--- src/rtl/mem_fetch_sequencer_pkg.sv ---
// Shared types for the memory fetch sequencer: controller states and dual-rail phase codes.
package mem_fetch_pkg;

  typedef enum logic [2:0] {
    IDLE   = 3'd0,
    I_DATA = 3'd1,
    I_NULL = 3'd2,
    C_DATA = 3'd3,
    C_NULL = 3'd4,
    RESP   = 3'd5,
    ERR    = 3'd6
  } state_e;

  localparam logic [1:0] DR_NULL = 2'b00;
  localparam logic [1:0] DR_T    = 2'b10;
  localparam logic [1:0] DR_F    = 2'b01;

  // States that wait on a completion input and are therefore covered by the timeout.
  function automatic logic is_wait_state(state_e s);
    return (s == I_DATA) || (s == I_NULL) || (s == C_DATA) || (s == C_NULL);
  endfunction

endpackage

--- src/rtl/mem_fetch_sequencer_if.sv ---
// Bundle of core-side fetch handshake, memory/demux control and completion signals.
interface mem_fetch_if #(
  parameter int ADDR_W = 8
);
  logic              req_valid;
  logic              req_ready;
  logic              pc_load;
  logic [ADDR_W-1:0] pc_load_val;
  logic              need_const;
  logic              data_done;
  logic              null_done;
  logic              mem_rd;
  logic [ADDR_W-1:0] mem_addr;
  logic              ph0_t;
  logic              ph0_f;
  logic              ir_load;
  logic              const_load;
  logic              resp_valid;
  logic              resp_ready;
  logic              resp_const;
  logic              err;
  logic              err_clr;

  modport master (
    output req_valid, pc_load, pc_load_val, need_const, data_done, null_done,
           resp_ready, err_clr,
    input  req_ready, mem_rd, mem_addr, ph0_t, ph0_f, ir_load, const_load,
           resp_valid, resp_const, err
  );

  modport slave (
    input  req_valid, pc_load, pc_load_val, need_const, data_done, null_done,
           resp_ready, err_clr,
    output req_ready, mem_rd, mem_addr, ph0_t, ph0_f, ir_load, const_load,
           resp_valid, resp_const, err
  );
endinterface

--- src/rtl/mem_fetch_sequencer_ncl_sync.sv ---
// N-flop synchronizer bringing an asynchronous NCL completion level into the clock domain.
module ncl_sync #(
  parameter int STAGES = 2
) (
  input  logic clk,
  input  logic rst_n,
  input  logic async_i,
  output logic sync_o
);

  localparam int N = (STAGES < 2) ? 2 : STAGES;

  logic [N-1:0] chain_q;

  always_ff @(posedge clk or negedge rst_n) begin
    if (!rst_n) begin
      chain_q <= '0;
    end else begin
      chain_q <= {chain_q[N-2:0], async_i};
    end
  end

  assign sync_o = chain_q[N-1];

endmodule

--- src/rtl/mem_fetch_sequencer.sv ---
// Fetch controller: sequences opcode and optional constant reads into the dual-rail demux,
// inserting a NULL wavefront after every DATA wavefront and timing out stalled completions.
module mem_fetch_sequencer
  import mem_fetch_pkg::*;
#(
  parameter int                ADDR_W      = 8,
  parameter logic [ADDR_W-1:0] RESET_PC    = '0,
  parameter int                SYNC_STAGES = 2,
  parameter int                TIMEOUT_CYC = 64
) (
  input logic       clk,
  input logic       rst_n,
  mem_fetch_if.slave bus
);

  localparam int              CNT_W   = (TIMEOUT_CYC > 2) ? $clog2(TIMEOUT_CYC) : 1;
  localparam logic [CNT_W-1:0] CNT_MAX = CNT_W'((TIMEOUT_CYC > 0) ? TIMEOUT_CYC - 1 : 0);

  state_e            state_q, state_d;
  logic [ADDR_W-1:0] pc_q, pc_d;
  logic [CNT_W-1:0]  cnt_q, cnt_d;
  logic              need_q, need_d;
  logic              ir_load_q, ir_load_d;
  logic              const_load_q, const_load_d;
  logic              data_done_s, null_done_s;
  logic              timeout;
  logic [1:0]        ph0;

  ncl_sync #(.STAGES(SYNC_STAGES)) u_sync_data (
    .clk    (clk),
    .rst_n  (rst_n),
    .async_i(bus.data_done),
    .sync_o (data_done_s)
  );

  ncl_sync #(.STAGES(SYNC_STAGES)) u_sync_null (
    .clk    (clk),
    .rst_n  (rst_n),
    .async_i(bus.null_done),
    .sync_o (null_done_s)
  );

  always_ff @(posedge clk or negedge rst_n) begin
    if (!rst_n) begin
      state_q      <= IDLE;
      pc_q         <= RESET_PC;
      cnt_q        <= '0;
      need_q       <= 1'b0;
      ir_load_q    <= 1'b0;
      const_load_q <= 1'b0;
    end else begin
      state_q      <= state_d;
      pc_q         <= pc_d;
      cnt_q        <= cnt_d;
      need_q       <= need_d;
      ir_load_q    <= ir_load_d;
      const_load_q <= const_load_d;
    end
  end

  assign timeout = (TIMEOUT_CYC != 0) && is_wait_state(state_q) && (cnt_q == CNT_MAX);

  // need_const is valid while ir_load is high, so I_NULL may already use it that same cycle.
  always_comb begin
    state_d      = state_q;
    pc_d         = pc_q;
    cnt_d        = cnt_q + 1'b1;
    need_d       = ir_load_q ? bus.need_const : need_q;
    ir_load_d    = 1'b0;
    const_load_d = 1'b0;
    case (state_q)
      IDLE: begin
        if (bus.pc_load) begin
          pc_d = bus.pc_load_val;
        end else if (bus.req_valid) begin
          state_d = I_DATA;
          cnt_d   = '0;
        end
      end
      I_DATA: begin
        if (data_done_s) begin
          ir_load_d = 1'b1;
          state_d   = I_NULL;
          cnt_d     = '0;
        end else if (timeout) begin
          state_d = ERR;
        end
      end
      I_NULL: begin
        if (null_done_s) begin
          pc_d    = pc_q + 1'b1;
          state_d = need_d ? C_DATA : RESP;
          cnt_d   = '0;
        end else if (timeout) begin
          state_d = ERR;
        end
      end
      C_DATA: begin
        if (data_done_s) begin
          const_load_d = 1'b1;
          state_d      = C_NULL;
          cnt_d        = '0;
        end else if (timeout) begin
          state_d = ERR;
        end
      end
      C_NULL: begin
        if (null_done_s) begin
          pc_d    = pc_q + 1'b1;
          state_d = RESP;
        end else if (timeout) begin
          state_d = ERR;
        end
      end
      RESP: begin
        if (bus.resp_ready) state_d = IDLE;
      end
      ERR: begin
        if (bus.err_clr) state_d = IDLE;
      end
      default: state_d = IDLE;
    endcase
  end

  always_comb begin
    ph0 = DR_NULL;
    if (state_q == I_DATA) ph0 = DR_T;
    else if (state_q == C_DATA) ph0 = DR_F;
  end

  assign bus.ph0_t      = ph0[1];
  assign bus.ph0_f      = ph0[0];
  assign bus.mem_rd     = (state_q == I_DATA) || (state_q == C_DATA);
  assign bus.mem_addr   = bus.mem_rd ? pc_q : '0;
  assign bus.req_ready  = (state_q == IDLE);
  assign bus.resp_valid = (state_q == RESP);
  assign bus.resp_const = (state_q == RESP) && need_q;
  assign bus.err        = (state_q == ERR);
  assign bus.ir_load    = ir_load_q;
  assign bus.const_load = const_load_q;

endmodule
--- src/flat_wrapper.sv ---
// flat-port wrapper written by rule: the top's interface ports become plain ports
module mem_fetch_sequencer_flat import mem_fetch_pkg::*;
#(
  parameter int                ADDR_W      = 8,
  parameter logic [ADDR_W-1:0] RESET_PC    = '0,
  parameter int                SYNC_STAGES = 2,
  parameter int                TIMEOUT_CYC = 64
)
  (clk, rst_n, bus_req_valid, bus_pc_load, bus_pc_load_val, bus_need_const, bus_data_done, bus_null_done, bus_resp_ready, bus_err_clr, bus_req_ready, bus_mem_rd, bus_mem_addr, bus_ph0_t, bus_ph0_f, bus_ir_load, bus_const_load, bus_resp_valid, bus_resp_const, bus_err);
  mem_fetch_if #(.ADDR_W(ADDR_W)) bus_i ();
  input logic clk;
  input logic rst_n;
  input wire logic [$bits(bus_i.req_valid)-1:0] bus_req_valid;
  input wire logic [$bits(bus_i.pc_load)-1:0] bus_pc_load;
  input wire logic [$bits(bus_i.pc_load_val)-1:0] bus_pc_load_val;
  input wire logic [$bits(bus_i.need_const)-1:0] bus_need_const;
  input wire logic [$bits(bus_i.data_done)-1:0] bus_data_done;
  input wire logic [$bits(bus_i.null_done)-1:0] bus_null_done;
  input wire logic [$bits(bus_i.resp_ready)-1:0] bus_resp_ready;
  input wire logic [$bits(bus_i.err_clr)-1:0] bus_err_clr;
  output wire logic [$bits(bus_i.req_ready)-1:0] bus_req_ready;
  output wire logic [$bits(bus_i.mem_rd)-1:0] bus_mem_rd;
  output wire logic [$bits(bus_i.mem_addr)-1:0] bus_mem_addr;
  output wire logic [$bits(bus_i.ph0_t)-1:0] bus_ph0_t;
  output wire logic [$bits(bus_i.ph0_f)-1:0] bus_ph0_f;
  output wire logic [$bits(bus_i.ir_load)-1:0] bus_ir_load;
  output wire logic [$bits(bus_i.const_load)-1:0] bus_const_load;
  output wire logic [$bits(bus_i.resp_valid)-1:0] bus_resp_valid;
  output wire logic [$bits(bus_i.resp_const)-1:0] bus_resp_const;
  output wire logic [$bits(bus_i.err)-1:0] bus_err;
  assign bus_i.req_valid = bus_req_valid;
  assign bus_i.pc_load = bus_pc_load;
  assign bus_i.pc_load_val = bus_pc_load_val;
  assign bus_i.need_const = bus_need_const;
  assign bus_i.data_done = bus_data_done;
  assign bus_i.null_done = bus_null_done;
  assign bus_i.resp_ready = bus_resp_ready;
  assign bus_i.err_clr = bus_err_clr;
  assign bus_req_ready = bus_i.req_ready;
  assign bus_mem_rd = bus_i.mem_rd;
  assign bus_mem_addr = bus_i.mem_addr;
  assign bus_ph0_t = bus_i.ph0_t;
  assign bus_ph0_f = bus_i.ph0_f;
  assign bus_ir_load = bus_i.ir_load;
  assign bus_const_load = bus_i.const_load;
  assign bus_resp_valid = bus_i.resp_valid;
  assign bus_resp_const = bus_i.resp_const;
  assign bus_err = bus_i.err;
  mem_fetch_sequencer #(.ADDR_W(ADDR_W), .RESET_PC(RESET_PC), .SYNC_STAGES(SYNC_STAGES), .TIMEOUT_CYC(TIMEOUT_CYC)) u_core (.clk(clk), .rst_n(rst_n), .bus(bus_i));
endmodule
--- config.mk ---
export PLATFORM = sky130hd
export DESIGN_NAME = mem_fetch_sequencer_flat
export DESIGN_NICKNAME = d
export VERILOG_FILES = /design/src/rtl/mem_fetch_sequencer_pkg.sv /design/src/rtl/mem_fetch_sequencer_if.sv /design/src/rtl/mem_fetch_sequencer_ncl_sync.sv /design/src/rtl/mem_fetch_sequencer.sv /design/src/flat_wrapper.sv
export SDC_FILE = /design/constraint.sdc
export NUM_CORES = 1
export LEC_CHECK = 0
export BUFFER_PORTS_ARGS = -buffer_cell sky130_fd_sc_hd__buf_2
export CORE_UTILIZATION = 33
export CTS_BUF_LIST = sky130_fd_sc_hd__clkbuf_4
export CTS_CLUSTER_SIZE = 25
export DETAILED_ROUTE_END_ITERATION = 16
export PLACE_DENSITY = 0.57
export SLEW_MARGIN = 20
export SYNTH_ARGS = -nofsm -noshare
export SYNTH_HDL_FRONTEND = slang
export SYNTH_SLANG_ARGS = --single-unit
--- constraint.sdc ---
create_clock -name clk -period 1.5 [get_ports clk]
set_input_delay 0.3 -clock clk [delete_from_list [all_inputs] [get_ports clk]]
set_output_delay 0.3 -clock clk [all_outputs]
set_load 0.01 [all_outputs]
==> run summary, run 1 <==
The path with the worst hold slack has its endpoint at u_core.u_sync_null.chain_q[0]. For this run, the share of the core covered by cells in the final layout is 52.3%. The final reports fail on setup timing.

The switching power of the nets is 1.82 mW. The tree is rooted in a sky130_fd_sc_hd__clkbuf_4. Measured in cells, the most critical reg-to-reg path has a length of 6. The nature of the critical path endpoint is an output port.

Power spread over the standard cell area amounts to 2080 nW/um^2. The number of cells on the worst hold path came out at 1. For this run, the leading register cell type out of synthesis is sky130_fd_sc_hd__dfrtp_1. The clock network fraction of design power came out at 6.6%. After the last flow step, the layout net total stands at 231. The internal power summed over all cells came out at 2.56 mW.

The post-CTS clock slew at the launch and capture registers of the worst setup and hold paths is 0.12 ns. The count of synthesis-stage warnings from yosys is 0. The sum of buffers and inverters on the critical path came out at 2.

The fraction of layout cells with a size suffix above 1 is 50.0%. The area added between synthesis and finish came out at 50.5%. TritonCTS created 3 clock buffers. The final number of hold-violating endpoints is 0. The part of the total power dissipated in combinational logic is 69.1%. Synthesis inferred 24 register bits.

The final setup skew came out at 0.0125 ns. Entering global routing, the biggest net connects 25 pins. The arrival time of the worst setup path came out at 1.32 ns.

The number of DRC markers in iteration 0 came out at 103. The average vias per placed instance is 5.18. The count of port buffers added during placement is 33. The first global-routing pass estimated 5770 um of wire. The clock tree buffer depth came out at 2. The initial utilization of the core area, before any placement, comes to 34.8%. Setup violations remaining at the end of the flow were counted as 21. The startpoint identified for the worst register-to-register timing path is u_core.state_q[1]. The overall routed net length is 3940 um. The max-cap check violation count came out at 0.

The via count of the first global-routing pass is 1,308. The final standard cell count with taps included and fillers excluded came out at 260. The highest net fanout along the worst path is 5. The final-report max-slew violation count is 0.

A synthesized cell averages 9.59 sq um. The horizontal die dimension is 67.1 um. The worst setup path is launched from a flip-flop. The floorplan step set the die height to 67.1 um. The flow ran to the end, but the final reports show violations. The delay of the slowest cell on the worst path is 0.48 ns. Per report_power, the sequential group accounts for 24.3% of the total. The endpoint identified for the worst register-to-register timing path is u_core.pc_q[0]. The critical path class is flip-flop to output port. The synthesized netlist cell count came out at 146. The switching portion of total power is 41.6%. The number of cells in the design after placement came out at 239. The worst-case setup margin in the final layout is -0.117 ns. The minimum clock period is 1.62 ns.

The placement row count came out at 23. The later pin in the worst-skew pair is clocked with a latency of 0.32 ns. The synthesized design contains 0 enable-type register cells.

The internal reg-to-reg setup slack came out at -0.08 ns. Sequential cells were found to cover 42.9% of the synthesized design area. In the final routed layout, each cell accounts on average for 15.2 um.

Data on the critical path is required at its endpoint by 1.20 ns. At the placement stage, the worst setup path has a slack of -0.0737 ns. In the layout the commonest cells are 32 x sky130_fd_sc_hd__buf_2, 22 x sky130_fd_sc_hd__dfrtp_1, 20 x sky130_fd_sc_hd__buf_4. For this run, asynchronously set or reset flops after synthesis account for 100%. The relative max-transition margin is 63.6%. The final antenna-violating net count is 0. Leaving out fill and tap cells, the most frequent cell in the layout is sky130_fd_sc_hd__buf_2. The share of the clock period used by the worst path after layout came out at 108%.

In this run the most critical hold path is launched from bus_null_done. The antenna diode count is 0. The floorplan step defined a die boundary enclosing 4510 sq um. The highest ir drop seen on vdd is 942 uV. The transition time at the pin with the least slew margin came out at 0.547 ns.

The cell area after synthesis is 1400 sq um. After layout, the design draws a total of 4.38 mW. The net count of the mapped netlist came out at 165.

The leakage dissipation is 0.979 nW. After synthesis, the netlist uses 42 different library cells. The number of top-level pins came out at 34. TritonCTS built the clock tree. After detailed routing, the number of remaining DRC violations is 0.

The area of the core region came out at 4030 sq um. The clock sink count is 24. The number of H-tree levels came out at 1.

Among cell families on the critical path, the largest total delay comes from flip-flops. The total grt overflow came out at 0. The last weighted congestion value of the routability-driven placer came out at 0.911. The number of antenna violations at the first check in global routing came out at 0. The global-route usage over all layers is 16.9%.

The type of the tightest min-delay check is input port to flip-flop. Setup repair after global routing could not meet its margin everywhere. The count of TritonRoute iterations in the first routing pass came out at 4. The achievable frequency is 619 MHz. The routed layout has 1,348 vias. The final HPWL from detailed placement is 2490 um. The critical path goes through nand2b_4 -> clkinvlp_4 -> and2_1 -> buf_2. The largest individual stage delay along the critical path comes from the cell sky130_fd_sc_hd__dfrtp_2.
[registers in the layout, summed over array words and instances (netlist names)]
name	cells
u_core.pc_q	8
u_core.cnt_q	6
u_core.state_q	3
u_core.u_sync_data.chain_q	2
u_core.u_sync_null.chain_q	2
u_core.bus.const_load	1
u_core.bus.ir_load	1
u_core.need_q	1
[layer usage]
layer / track usage, % / vias up / wire length, um
met3: 4.05 / 6 / 181
met5: 0 / - / 0
met4: 4.26 / 0 / 50
met2: 31.0 / 39 / 2080
li1: - / 653 / -
met1: 19.6 / 650 / 1630
[repair_timing]
action | 4_1_cts | 5_1_grt
setup endpoints to repair | 24 | 32
endpoints found under the hold margin | 24 | 0
resized for setup | 27 | 27
setup buffers | 11 | 5
hold buffers | 1 | 0
pin swaps | 8 | 11
cloned | 1 | 0
[metrics by stage]
step	instance area (sq um)	TNS (ns)	hold WS [ns]
after global routing	2110	-3.27	0.0657
final	2110	-1.77	0.0823
after detailed placement	1730	-0.614	0.322
after floorplan	1400	0	0.00441
after global placement	1730	-0.00329	0.311
after CTS	1950	-1.97	0.0746
[worst reg2reg max path, stage by stage, from the launching register on]
cell and delay [ns]:
sky130_fd_sc_hd__dfrtp_1 0.43, sky130_fd_sc_hd__buf_6 0.13, sky130_fd_sc_hd__mux2_4 0.30, sky130_fd_sc_hd__mux2i_4 0.17, sky130_fd_sc_hd__buf_12 0.15, sky130_fd_sc_hd__nor4_4 0.04
sky130_fd_sc_hd__a211o_1 0.26
[cells by family (layout without fill, tap and decap cells)]
kind of cell             after synthesis  in the layout  share of synthesized area (%)
adder cells (fa/ha/maj)                3              3                           2.50
AND/OR/NAND/NOR                       61             61                           22.9
buffers and inverters                 15             79                           5.72
AO/OA/AOI/OAI                         30             30                           15.4
XOR/XNOR                               6              6                           4.29
multiplexers                           7              7                           6.34
flip-flops                            24             24                           42.9
[power groups by stage]
stage | combinational, mW | sequential [mW] | clock, mW
detailed placement | 2.10 | 1.07 | 0
CTS | 2.55 | 1.05 | 0.302
finish | 3.02 | 1.06 | 0.291
global placement | 2.06 | 1.06 | 0
global route | 3.25 | 1.09 | 0.322
floorplan | 1.38 | 1.00 | 0
[cells in the mapped netlist, types with 4 or more instances]
cell	instances	share of area [%]
sky130_fd_sc_hd__a2bb2oi_1	6	3.8
sky130_fd_sc_hd__and3_1	4	1.8
sky130_fd_sc_hd__and2_1	8	3.6
sky130_fd_sc_hd__dfrtp_1	24	43
sky130_fd_sc_hd__o21ai_0	6	2.1
sky130_fd_sc_hd__nand2b_1	5	2.2
sky130_fd_sc_hd__nor2_1	17	4.6
sky130_fd_sc_hd__inv_1	6	1.6
sky130_fd_sc_hd__nand3_1	8	2.9
sky130_fd_sc_hd__o22ai_1	4	1.8
sky130_fd_sc_hd__nand2_1	7	1.9
sky130_fd_sc_hd__nor3_1	4	1.4
sky130_fd_sc_hd__mux2i_1	4	2.9
[cell type report]
cell class,count,area [sq um]
clock buffer,3,22.5
fill,390,1920
inverter,6,22.5
multi-input combinational,107,867
sequential,24,603
tap,50,62.6
timing repair buffer,69,522
timing repair inverter,1,7.51
[worst max path at each step]
stage / end / depth (start not counted) / from / slack (ns)
floorplan: u_core.pc_q[0] / 6 / u_core.state_q[1] / 0.01
global placement: u_core.cnt_q[5] / 4 / u_core.state_q[2] / -0.003
detailed placement: u_core.cnt_q[4] / 4 / u_core.state_q[2] / -0.07
CTS: bus_mem_addr[0] / 4 / u_core.state_q[0] / -0.15
global route: bus_mem_addr[7] / 4 / u_core.state_q[2] / -0.19
finish: bus_mem_addr[0] / 4 / u_core.state_q[0] / -0.12
Note: power is estimated with default switching activity, not from simulation.
==> inputs of run 2 (changes only) <==
--- a/config.mk
+++ b/config.mk
@@ -11,6 +11,7 @@
 export CTS_CLUSTER_SIZE = 25
 export DETAILED_ROUTE_END_ITERATION = 16
 export PLACE_DENSITY = 0.57
+export SETUP_SLACK_MARGIN = 0.05
 export SLEW_MARGIN = 20
 export SYNTH_ARGS = -nofsm -noshare
 export SYNTH_HDL_FRONTEND = slang
==> run summary, run 2 (same netlist as run 1, synthesis figures left out) <==
The run finished, with violations left. The checks that failed: setup timing. The final count of negative-setup-slack endpoints is 22.

The number of inserted filler cells in the final layout is 389. In this run, the clock network consumes 6.7% of the power. The number of top-level pins came out at 34. The number of antenna violations at the first check in global routing was 0. In this run the static leakage power is 0.986 nW. Global routing finished with a remaining overflow of 0. The library cells used most frequently in the layout, excluding fill and tap cells, are 32 x sky130_fd_sc_hd__buf_2, 22 x sky130_fd_sc_hd__dfrtp_1, 21 x sky130_fd_sc_hd__buf_4. The number of remaining DRC errors came out at 0. For the final database, setup skew stands at 0.0166 ns. The count of TritonRoute iterations in the first routing pass came out at 4. The max-cap check violation count came out at 0.

The highest net fanout along the worst path is 5. Subtracting the final worst setup slack from the clock period gives 1.63 ns. The largest net degree at the start of global routing is 25. The internal power summed over all cells came out at 2.58 mW. The initial cell density of the core is 34.8%.

Dividing total power by cell area gives a power density of 2060 nW/um^2. The switching portion of total power is 41.5%. The die is 67.1 um wide. The global-route usage over all layers is 17.3%. In the final layout, the registers with the most flip-flops are u_core.pc_q (8), u_core.cnt_q (6), u_core.state_q (3). The number of H-tree levels came out at 1. The worst setup path is captured at an output port. From synthesis to final layout, the design area changed by 52.7%.

u_core.pc_q holds more flip-flops than any other register. The fraction of layout cells with a size suffix above 1 came out at 51.2%. The final HPWL from detailed placement came out at 2490 um. Timing would allow up to 612 MHz. The count of port buffers added during placement is 33.

The clock sink count came out at 24. The post-CTS clock slew at the launch and capture registers of the worst setup and hold paths came out at 0.12 ns. The last weighted congestion value of the routability-driven placer is 0.911.

Leaving out fill and tap cells, the most frequent cell in the layout is sky130_fd_sc_hd__buf_2. The number of DRC markers in iteration 0 came out at 67. The type of element launching the critical path is a flip-flop. The required time of the worst setup path came out at 1.20 ns.

The sequential share of power is 24.1%. The final number of hold-violating endpoints was 0. The worst slack at placement came out at -0.0737 ns.

The setup TNS came out at -1.88 ns. For the worst-skew pair, the clock arrives at the later sink with an insertion delay of 0.33 ns. The overall routed net length is 3900 um.

Setup repair after global routing could not meet its margin everywhere. 0 antenna diodes ended up in the layout. Clock tree synthesis selected as its root buffer the cell sky130_fd_sc_hd__clkbuf_4.

The via count of the first global-routing pass was 1,330. The final-report max-slew violation count came out at 0. The relative max-transition margin is 63.2%. The part of the total power dissipated in combinational logic came out at 69.2%. The average vias per placed instance came out at 5.15. Across the VDD grid, the largest voltage drop is 926 uV. TritonCTS built the clock tree. The die outline area came out at 4510 sq um.

The sum of internal, switching and leakage power is 4.41 mW. The routed layout has 1,345 vias. The placement row count came out at 23.

The final-stage net count is 232. The wire length of the first global-routing pass came out at 5830 um. The critical path is of the flip-flop to output port type. The transition time at the pin with the least slew margin came out at 0.552 ns.

The routed wire length per instance came out at 14.9 um. The total clock buffers created by CTS came out at 3. Summed over all nets, the switching power comes to 1.83 mW.

Data on the critical path arrives at its endpoint at 1.33 ns. The area of the core region came out at 4030 sq um. The vertical die dimension is 67.1 um. The number of flip-flops under the largest register name came out at 8. Once detail routing completed, the nets flagged for antenna violations numbered 0. The clock tree buffer depth is 2.

The final critical path takes up 109% of the cycle. The worst-case setup margin in the final layout came out at -0.134 ns. The worst hold path belongs to the class input port to flip-flop.
-- run 2: cell types whose count changed in the layout (fill, tap and decap cells not counted) --
cell,before,now
sky130_fd_sc_hd__nor2_2,4,3
sky130_fd_sc_hd__buf_4,20,21
sky130_fd_sc_hd__o21ai_4,0,1
sky130_fd_sc_hd__o221ai_2,0,1
sky130_fd_sc_hd__o21ai_2,1,0
sky130_fd_sc_hd__o221ai_1,2,1
sky130_fd_sc_hd__nor3_2,1,2
sky130_fd_sc_hd__nor3_1,3,2
sky130_fd_sc_hd__nor2_4,2,3
-- run 2: cell type report --
type                            instances  area [sq um]  area share [%]
Clock buffer                            3          22.5            1.05
Inverter                                6          22.5            1.05
Multi-Input combinational cell        107           891            41.7
Sequential cell                        24           603            28.2
Tap cell                               50          62.6            2.93
Timing Repair Buffer                   70           529            24.8
Timing Repair inverter                  1          7.51           0.351
-- run 2: critical path: stages, from the launching register on --
cell and delay [ns]:
sky130_fd_sc_hd__dfrtp_2 0.48, sky130_fd_sc_hd__nand2b_4 0.12, sky130_fd_sc_hd__clkinvlp_4 0.13, sky130_fd_sc_hd__and2_1 0.15, sky130_fd_sc_hd__buf_2 0.13
-- run 2: per-layer routing --
layer | share of wire [%] | vias to the layer above | GRT usage [%] | routed length, um
met1 | 41 | 653 | 19.5 | 1590
met3 | 4.7 | 6 | 4.05 | 185
met4 | 1.3 | 0 | 5.85 | 51
li1 | - | 653 | - | -
met5 | 0 | - | 0 | 0
met2 | 53 | 33 | 31.6 | 2070
-- run 2: per-stage QoR --
step / utilization (%) / instance area [sq um] / hold slack (ns) / instances
after floorplan: - / 1400 / 0.00441 / 146
after global placement: 42.8 / 1730 / 0.311 / 239
after detailed placement: 42.8 / 1730 / 0.322 / 239
after CTS: 49.1 / 1980 / 0.0746 / 256
after global routing: 53.1 / 2140 / 0.0655 / 261
final: 53.1 / 2140 / 0.0771 / 261
-- run 2: final timing paths --
| check | from | to | slack, ns | cells after the start |
|---|---|---|---|---|
| max in group asynchronous | rst_n | u_core.state_q[2] | 0.62 | 2 |
| worst min register to register | u_core.u_sync_data.chain_q[0] | u_core.u_sync_data.chain_q[1] | 0.37 | 0 |
| min in group asynchronous | rst_n | u_core.pc_q[2] | 0.47 | 2 |
| worst min-delay path | bus_null_done | u_core.u_sync_null.chain_q[0] | 0.08 | 1 |
| worst max register to register | u_core.state_q[1] | u_core.pc_q[0] | -0.09 | 6 |
| worst max-delay path | u_core.state_q[0] | bus_mem_addr[0] | -0.13 | 4 |
-- run 2: repair_timing --
action                                  in CTS  in global routing
setup buffers                               12                  5
endpoints found under the setup margin      29                 32
gates resized for setup                     34                 24
cloned                                       1                  0
pin swaps                                   11                 15
hold buffers                                 1                  0
endpoints found under the hold margin       24                  0
-- run 2: power by group through the flow --
stage	registers [mW]	clock network, mW	logic [mW]
floorplan	1.00	0	1.38
global placement	1.06	0	2.06
detailed placement	1.07	0	2.10
CTS	1.05	0.302	2.62
global route	1.09	0.324	3.29
finish	1.06	0.296	3.05
